<file path="src/rtl/fetch_unit.sv">
// fetch_unit -- instruction fetch front end.
//
// Owns the fetch PC and keeps at most one request outstanding to a
// variable-latency instruction memory. Returned words are tagged with their PC
// and held in a small FIFO that decode drains through a valid/ready handshake.
// A redirect flushes the FIFO, restarts fetch at the new PC and marks any
// in-flight request so its response is dropped.
//
// Optional feature: define FETCH_STALL_CNT_EN to build the decode-starved cycle
// counter on stall_cnt. Without it stall_cnt is tied to zero (same port list).
//
// Ports:
//   clk            system clock, all state on the rising edge
//   reset          synchronous active-low reset
//   imem_req       one-cycle request pulse to instruction memory
//   imem_addr      word address of the request (bits [1:0] always 0)
//   imem_rvalid    memory response valid
//   imem_rdata     memory response data
//   redirect_valid branch/jump taken: flush and restart
//   redirect_pc    restart address (bits [1:0] ignored)
//   instr_valid    FIFO head valid
//   instr_out      instruction at FIFO head
//   instr_pc       PC of instr_out
//   instr_ready    decode accepts the head entry
//   stall_cnt      cycles decode was ready but starved
module fetch_unit #(
  parameter logic [31:0] RESET_PC   = 32'h0000_0000,
  parameter int          FIFO_DEPTH = 2
) (
  input  logic        clk,
  input  logic        reset,
  output logic        imem_req,
  output logic [31:0] imem_addr,
  input  logic        imem_rvalid,
  input  logic [31:0] imem_rdata,
  input  logic        redirect_valid,
  input  logic [31:0] redirect_pc,
  output logic        instr_valid,
  output logic [31:0] instr_out,
  output logic [31:0] instr_pc,
  input  logic        instr_ready,
  output logic [31:0] stall_cnt
);

  localparam int PTR_W = (FIFO_DEPTH <= 2) ? 1 : (FIFO_DEPTH <= 4) ? 2 : 3;
  localparam int CNT_W = PTR_W + 1;
  localparam logic [CNT_W-1:0] DEPTH_C = CNT_W'(FIFO_DEPTH);
  localparam logic [PTR_W-1:0] LAST_C  = PTR_W'(FIFO_DEPTH - 1);

  typedef enum logic [1:0] {
    ST_IDLE = 2'b00,  // nothing outstanding
    ST_WAIT = 2'b01,  // request outstanding, response kept
    ST_DROP = 2'b10   // request outstanding, response discarded
  } state_t;

  state_t            state_r, state_next_s;
  logic [31:0]       fetch_pc_r, fetch_pc_next_s;
  logic [31:0]       req_pc_r;
  logic [CNT_W-1:0]  cnt_r, cnt_next_s;
  logic [PTR_W-1:0]  rd_ptr_r, wr_ptr_r;
  logic [31:0]       data_mem_r [FIFO_DEPTH];
  logic [31:0]       pc_mem_r   [FIFO_DEPTH];
  logic              push_s, pop_s, slot_free_s, issue_s;
  logic              unused_s;

  // Circular pointer advance for a depth that need not be a power of two.
  function automatic logic [PTR_W-1:0] ptr_inc(input logic [PTR_W-1:0] p);
    return (p == LAST_C) ? {PTR_W{1'b0}} : p + {{(PTR_W-1){1'b0}}, 1'b1};
  endfunction

  // Low redirect bits are deliberately ignored.
  assign unused_s = ^redirect_pc[1:0];

  // Handshake, occupancy and issue decisions for this cycle.
  always_comb begin
    push_s      = (state_r == ST_WAIT) && imem_rvalid;
    pop_s       = (cnt_r != {CNT_W{1'b0}}) && instr_ready;
    cnt_next_s  = cnt_r + {{(CNT_W-1){1'b0}}, push_s} - {{(CNT_W-1){1'b0}}, pop_s};
    // The memory port frees up in the same cycle the response returns.
    slot_free_s = (state_r == ST_IDLE) || imem_rvalid;
    // Counting cnt_next reserves a FIFO slot for the request's response.
    issue_s     = reset && !redirect_valid && slot_free_s && (cnt_next_s < DEPTH_C);
  end

  // Next-state and next fetch PC; redirect overrides everything else.
  always_comb begin
    state_next_s    = state_r;
    fetch_pc_next_s = fetch_pc_r;
    if (redirect_valid) begin
      fetch_pc_next_s = {redirect_pc[31:2], 2'b00};
      case (state_r)
        ST_WAIT: state_next_s = imem_rvalid ? ST_IDLE : ST_DROP;
        ST_DROP: state_next_s = imem_rvalid ? ST_IDLE : ST_DROP;
        ST_IDLE: state_next_s = ST_IDLE;
        default: state_next_s = ST_IDLE;
      endcase
    end else if (issue_s) begin
      state_next_s    = ST_WAIT;
      fetch_pc_next_s = fetch_pc_r + 32'd4;
    end else if ((state_r != ST_IDLE) && imem_rvalid) begin
      state_next_s = ST_IDLE;
    end else begin
      state_next_s = state_r;
    end
  end

  // Control state: FSM, fetch PC, request tag, FIFO count and pointers.
  always_ff @(posedge clk) begin
    if (!reset) begin
      state_r    <= ST_IDLE;
      fetch_pc_r <= {RESET_PC[31:2], 2'b00};
      req_pc_r   <= 32'h0000_0000;
      cnt_r      <= {CNT_W{1'b0}};
      rd_ptr_r   <= {PTR_W{1'b0}};
      wr_ptr_r   <= {PTR_W{1'b0}};
    end else begin
      state_r    <= state_next_s;
      fetch_pc_r <= fetch_pc_next_s;
      if (issue_s) begin
        req_pc_r <= fetch_pc_r;
      end
      if (redirect_valid) begin
        cnt_r    <= {CNT_W{1'b0}};
        rd_ptr_r <= {PTR_W{1'b0}};
        wr_ptr_r <= {PTR_W{1'b0}};
      end else begin
        cnt_r <= cnt_next_s;
        if (push_s) begin
          wr_ptr_r <= ptr_inc(wr_ptr_r);
        end
        if (pop_s) begin
          rd_ptr_r <= ptr_inc(rd_ptr_r);
        end
      end
    end
  end

  // FIFO storage; contents only matter while counted, so no reset needed.
  always_ff @(posedge clk) begin
    if (push_s && !redirect_valid) begin
      data_mem_r[wr_ptr_r] <= imem_rdata;
      pc_mem_r[wr_ptr_r]   <= req_pc_r;
    end
  end

  assign imem_req    = issue_s;
  assign imem_addr   = fetch_pc_r;
  assign instr_valid = (cnt_r != {CNT_W{1'b0}});
  // Head is masked to zero when empty so outputs read as zero out of reset.
  assign instr_out   = instr_valid ? data_mem_r[rd_ptr_r] : 32'h0000_0000;
  assign instr_pc    = instr_valid ? pc_mem_r[rd_ptr_r]   : 32'h0000_0000;

`ifdef FETCH_STALL_CNT_EN
  logic [31:0] stall_cnt_r;

  // Saturating count of cycles where decode was ready but had nothing.
  always_ff @(posedge clk) begin
    if (!reset) begin
      stall_cnt_r <= 32'h0000_0000;
    end else if (instr_ready && !instr_valid && (stall_cnt_r != 32'hFFFF_FFFF)) begin
      stall_cnt_r <= stall_cnt_r + 32'd1;
    end else begin
      stall_cnt_r <= stall_cnt_r;
    end
  end

  assign stall_cnt = stall_cnt_r;
`else
  assign stall_cnt = 32'h0000_0000;
`endif

endmodule
</file>
<file path="config.mk">
export PLATFORM = sky130hd
export DESIGN_NAME = fetch_unit
export DESIGN_NICKNAME = d
export VERILOG_FILES = /design/src/rtl/fetch_unit.sv
export SDC_FILE = /design/constraint.sdc
export NUM_CORES = 1
export LEC_CHECK = 0
export CORE_MARGIN = 3
export CORE_UTILIZATION = 35
export CTS_CLUSTER_SIZE = 24
export DETAILED_ROUTE_END_ITERATION = 8
export DONT_BUFFER_PORTS = 1
export PLACE_DENSITY = 0.6
export SYNTH_ARGS = -nofsm -noshare
export SYNTH_HDL_FRONTEND = slang
export SYNTH_SLANG_ARGS = --single-unit
</file>
<file path="constraint.sdc">
create_clock -name clk -period 15.3 [get_ports clk]
set_input_delay 3.825 -clock clk [delete_from_list [all_inputs] [get_ports clk]]
set_output_delay 3.825 -clock clk [all_outputs]
set_load 0.02 [all_outputs]
</file>
==> results.tsv, run 1 <==
metric	value	unit
max_stage_delay	0.54	ns
clockBufferDepth	2	
hold_path_class	register to register	
cts_hold_buf	0	
routed_wl	17800	µm
layout-drive-gt1-share	6.68	%
arrival	5.91	ns
grtUsageTotal	14.3	%
final_util	39.5	%
antennaDiodeCount	0	
start_kind	input port	
path_clk_slew	0.07	ns
crit_path_top_delay_cell	o21a_1	
p_leak	0.00282	µW
routedWlPerCell	18.4	µm
hp-start	req_pc_r[20]	
hold_ws	0.451	ns
finalClockSkew	0.0117	ns
grt_max_degree	64	
min_period_over_period	63.6	%
cts.sinks	191	
syn_avg_cell_area	11.7	µm²
worstReg2RegEnd	imem_addr[31]	
seq_power_share	55.3	%
rsz0062_at_grt	false	
drtAntennaViolNets	0	
port_buffers	0	
power.switching	261	µW
synth_edf_count	124	
synth-main-ff-cell	edfxtp_1	
setup_ws	5.57	ns
netlist_top_cells_area	edfxtp_1 (46%), dfxtp_1 (17%), mux2i_1 (8.1%), nor2_1 (3.7%), o21ai_0 (3.6%)	
drv_cap	0	
ys_types	45	
synthToLayoutAreaGrowth	8.90	%
rrSetupSlack	11.41	ns
tritoncts	yes	
post-cts-setup-buffers	0	
dr.pass1.iters	4	
max_freq	0.103	GHz
yosysSeqAreaShare	63.0	%
floorplan.rows	54	
startpoint	imem_rvalid	
start_util	36.3	%
grt_pass1_wl	27200	µm
path_buf_inv	1	
yosysMostFrequentCell	edfxtp_1	
coreArea	0.0222	mm²
dp_hpwl	11700	µm
hold_violations	0	
end_kind	primary output	
h-tree-depth	4	
finalSetupViolations	0	
status	complete, no violations	
synth_top_cell_by_area	edfxtp_1	
root_buffer	clkbuf_16	
yosysTopAreaCellShare	46.3	%
reg2reg_from	cnt_r[0]	
syn_inst	688	
place_congestion	0.758	
pin_count	199	
cts_resized	0	
fillers	2129	
relSlewSlack	30.3	%
synthArstFlopShare	0	%
drt-initial-drc-count	277	
worstMarginPinSlew	1.05	ns
required	11.48	ns
critPathKind	input port to primary output	
min_to	pc_mem_r[0][20]	
fin_setup_tns	0	ns
grt-ovfl-total	0	
cts_buffers	17	
clk_latency	0.42	ns
remaining_drc_errors	0	
clkPwrFrac	40.0	%
die_w	158	µm
pwr-share-comb	4.7	%
drv_slew	0	
grt_antenna_before_repair	0	
die_y	158	µm
yosysWarnings	0	
reg2reg_depth	11	
dp_slack	5.59	ns
vias_per_cell	5.05	
dieArea	0.0248	mm²
num_vias	4890	
grt_pass1_vias	4639	
layout.nets	749	
holdPathStages	0	
syn_area	0.00804	mm²
fin_crit	9.73	ns
p_int	801	µW
cpLargestDelayFamily	compound AO/OA/AOI/OAI gates	
p_sw_share	24.6	%
synth_common_cells	edfxtp_1 (124), nor2_1 (79), nand2_1 (72)	
crit_chain	nand2_1 -> xor2_1 -> ha_1 -> and3_1 -> o21a_1 -> o21a_2 -> buf_4	
ys_ff_latch	191	
critPathMaxFanout	60	
cellPowerDensity	121	mW/mm²
peakVddDrop	0.0000641	V
power by group through the flow:
stage	Combinational (µW)	Clock (µW)	Sequential, µW
6_report	49.7	425	587
4_1_cts	50.3	441	587
2_1_floorplan	51.0	0	591
3_3_place_gp	49.6	0	598
3_5_place_dp	50.2	0	599
5_1_grt	56.4	462	589
per-stage QoR:
stage / instance area [µm²] / power [µW] / instances
final: 8750 / 1060 / 969
after global routing: 8750 / 1110 / 969
after CTS: 8750 / 1080 / 969
after detailed placement: 8180 / 649 / 937
after global placement: 8180 / 648 / 937
after floorplan: 8170 / 642 / 723
placed cells by master, fill, tap and decap left out, drive strengths merged, types with 3 or more instances in the layout:
| cell type | netlist | final |
|---|---|---|
| nand4 | 6 | 6 |
| ha | 4 | 4 |
| nor3 | 10 | 10 |
| o31ai | 3 | 3 |
| o211ai | 6 | 6 |
| a21oi | 18 | 18 |
| inv | 7 | 14 |
| o21a | 3 | 3 |
| o21ai | 58 | 58 |
| o2111ai | 10 | 10 |
| buf | 40 | 6 |
| mux2i | 65 | 65 |
| and2 | 4 | 4 |
| dfxtp | 67 | 67 |
| edfxtp | 124 | 124 |
| nand2 | 72 | 72 |
| and3 | 7 | 7 |
| conb | 1 | 36 |
| nand3 | 14 | 14 |
| a31oi | 5 | 5 |
| nor2 | 80 | 80 |
| clkbuf | 32 | 19 |
| xor2 | 17 | 17 |
| a32oi | 3 | 3 |
| nor3b | 3 | 3 |
| clkinv | 0 | 6 |
| xnor2 | 3 | 3 |
| or4 | 6 | 6 |
layout make-up:
type                            instances  area, µm²  share of cell area [%]
Clock buffer                           19        454                    5.19
Clock inverter                         13        121                    1.39
Inverter                                7       26.3                   0.300
Multi-Input combinational cell        453       2690                    30.7
Sequential cell                       191       5070                    57.9
Tap cell                              280        350                    4.00
Timing Repair Buffer                    6       45.0                   0.515
logic make-up after synthesis:
family / after synthesis / share of synthesized area (%)
buf+inv: 79 / 5.42
simple gates: 214 / 12.0
xor+xnor: 20 / 2.18
other cells: 1 / 0.0466
flops: 191 / 63.0
fa+ha+maj: 4 / 0.623
mux: 65 / 8.09
compound gates: 114 / 8.64
registers in the layout, summed over array words and instances, names as in the netlist, named ones only:
| signal | count |
|---|---|
| cnt_r | 2 |
| rd_ptr_r | 1 |
| wr_ptr_r | 1 |
| pc_mem_r | 60 |
| state_r | 2 |
| data_mem_r | 64 |
| imem_addr | 30 |
| req_pc_r | 30 |
routing by layer:
metal | global-route usage [%] | wire (µm) | up-vias
met4 | 3.22 | 90 | 0
met1 | 19.0 | 8040 | 2335
met5 | 0 | 0 | -
li1 | - | - | 2395
met2 | 22.2 | 8100 | 152
met3 | 5.86 | 1590 | 8
how the worst max path moves through the flow:
stage / to / cells past startpoint
finish: imem_req / 7
global route: imem_req / 7
CTS: imem_req / 7
detailed placement: imem_req / 7
global placement: imem_req / 7
floorplan: imem_req / 7
Power figures use the tool's default switching activity.
==> inputs of run 2 (changes only) <==
--- a/config.mk
+++ b/config.mk
@@ -10,7 +10,7 @@
 export CTS_CLUSTER_SIZE = 24
 export DETAILED_ROUTE_END_ITERATION = 8
 export DONT_BUFFER_PORTS = 1
-export PLACE_DENSITY = 0.6
+export PLACE_DENSITY = 0.62
 export SYNTH_ARGS = -nofsm -noshare
 export SYNTH_HDL_FRONTEND = slang
 export SYNTH_SLANG_ARGS = --single-unit
==> constraint.sdc (replaced) <==
create_clock -name clk -period 8.8 [get_ports clk]
set_input_delay 2.2 -clock clk [delete_from_list [all_inputs] [get_ports clk]]
set_output_delay 2.2 -clock clk [all_outputs]
set_load 0.02 [all_outputs]
==> results.tsv, run 2 (synthesis results as in run 1) <==
metric	value	unit
status	complete, no violations	
top_register	data_mem_r	
grt_pass1_vias	4528	
required	6.60	ns
peakVddDrop	0.000117	V
setup_ws	2.33	ns
floorplan.rows	54	
vias_per_cell	5.06	
place_congestion	0.827	
finalSetupViolations	0	
grtUsageTotal	14.1	%
min_to	pc_mem_r[1][26]	
h-tree-depth	4	
relSlewSlack	23.2	%
reg_top3	data_mem_r (64), pc_mem_r (60)	
final_common_cell	edfxtp_1	
p_sw_share	23.5	%
grt_pass1_wl	26800	µm
layout.nets	751	
critPathMaxFanout	60	
reg2reg_from	state_r[1]	
clockBufferDepth	2	
worstReg2RegEnd	imem_addr[31]	
routedWlPerCell	18.3	µm
pin_count	199	
rrSetupSlack	5.64	ns
synthToLayoutAreaGrowth	8.93	%
grt-ovfl-total	0	
hold_violations	0	
final_util	39.5	%
antennaDiodeCount	0	
drv_slew	0	
seq_power_share	55.3	%
max_freq	0.155	GHz
holdPathStages	0	
fin_setup_tns	0	ns
root_buffer	clkbuf_16	
grt_antenna_before_repair	0	
start_kind	input port	
p_leak	0.00282	µW
dp_slack	2.34	ns
num_vias	4909	
grt_max_degree	63	
remaining_drc_errors	0	
tritoncts	yes	
layout-drive-gt1-share	6.66	%
hold_path_class	register to register	
routed_wl	17700	µm
final_cell_mix	edfxtp_1 (124), nor2_1 (78), nand2_1 (72), dfxtp_1 (66), mux2i_1 (65)	
cts_hold_buf	0	
largest_reg_flops	64	
p_int	1410	µW
finalClockSkew	0.0116	ns
min_period_over_period	73.5	%
coreArea	0.0222	mm²
rsz0062_at_grt	false	
clk_latency	0.42	ns
cts_buffers	17	
fin_crit	6.47	ns
hp-start	req_pc_r[26]	
die_y	158	µm
dp_hpwl	11600	µm
drt-initial-drc-count	295	
dieArea	0.0248	mm²
path_clk_slew	0.07	ns
post-cts-setup-buffers	0	
drv_cap	0	
arrival	4.27	ns
drtAntennaViolNets	0	
end_kind	primary output	
reg2reg_depth	10	
p_total	1840	µW
worstMarginPinSlew	1.15	ns
start_util	36.3	%
critPathKind	input port to primary output	
cts_resized	0	
cts.sinks	191	
power.switching	433	µW
clkPwrFrac	40.0	%
die_w	158	µm
port_buffers	0	
dr.pass1.iters	4	
cellPowerDensity	211	mW/mm²
pwr-share-comb	4.7	%
run 2: area by class of cell:
type | count | area (µm²)
Clock buffer | 22 | 464
Fill cell | 2130 | 13400
Timing Repair Buffer | 8 | 60.1
Clock inverter | 10 | 98.8
Inverter | 7 | 26.3
Sequential cell | 191 | 5070
Multi-Input combinational cell | 453 | 2690
Tap cell | 280 | 350
run 2: worst max path at each step:
stage	startpoint	end	depth (start not counted)
finish	imem_rvalid	imem_req	7
global route	imem_rvalid	imem_req	7
CTS	imem_rvalid	imem_req	7
detailed placement	imem_rvalid	imem_req	7
global placement	imem_rvalid	imem_req	7
floorplan	redirect_valid	data_mem_r[1][0]	2
run 2: per-stage QoR:
step	hold slack, ns	area, µm²	std cells
after floorplan	0.425	8170	723
after global placement	0.433	8190	939
after detailed placement	0.439	8190	939
after CTS	0.454	8760	971
after global routing	0.467	8760	971
final	0.449	8760	971
run 2: worst max-delay path: stages:
cell and delay [ns]:
nand2_1 0.16, xor2_1 0.18, ha_1 0.26, and3_1 0.18, o21a_1 0.53, o21a_2 0.23, buf_4 0.49
run 2: layer usage:
layer | up-vias | track usage (%) | wire, µm
li1 | 2401 | - | -
met1 | 2331 | 18.7 | 7760
met2 | 170 | 21.8 | 8150
met3 | 7 | 5.86 | 1710
met4 | 0 | 3.35 | 106
met5 | - | 0 | 0
run 2: power by group through the flow:
| stage | clock [µW] | combinational (µW) | sequential, µW |
|---|---|---|---|
| 2_1_floorplan | 0 | 88.7 | 1030 |
| 3_3_place_gp | 0 | 85.9 | 1040 |
| 3_5_place_dp | 0 | 86.8 | 1040 |
| 4_1_cts | 763 | 87.1 | 1020 |
| 5_1_grt | 801 | 97.7 | 1020 |
| 6_report | 738 | 86.4 | 1020 |
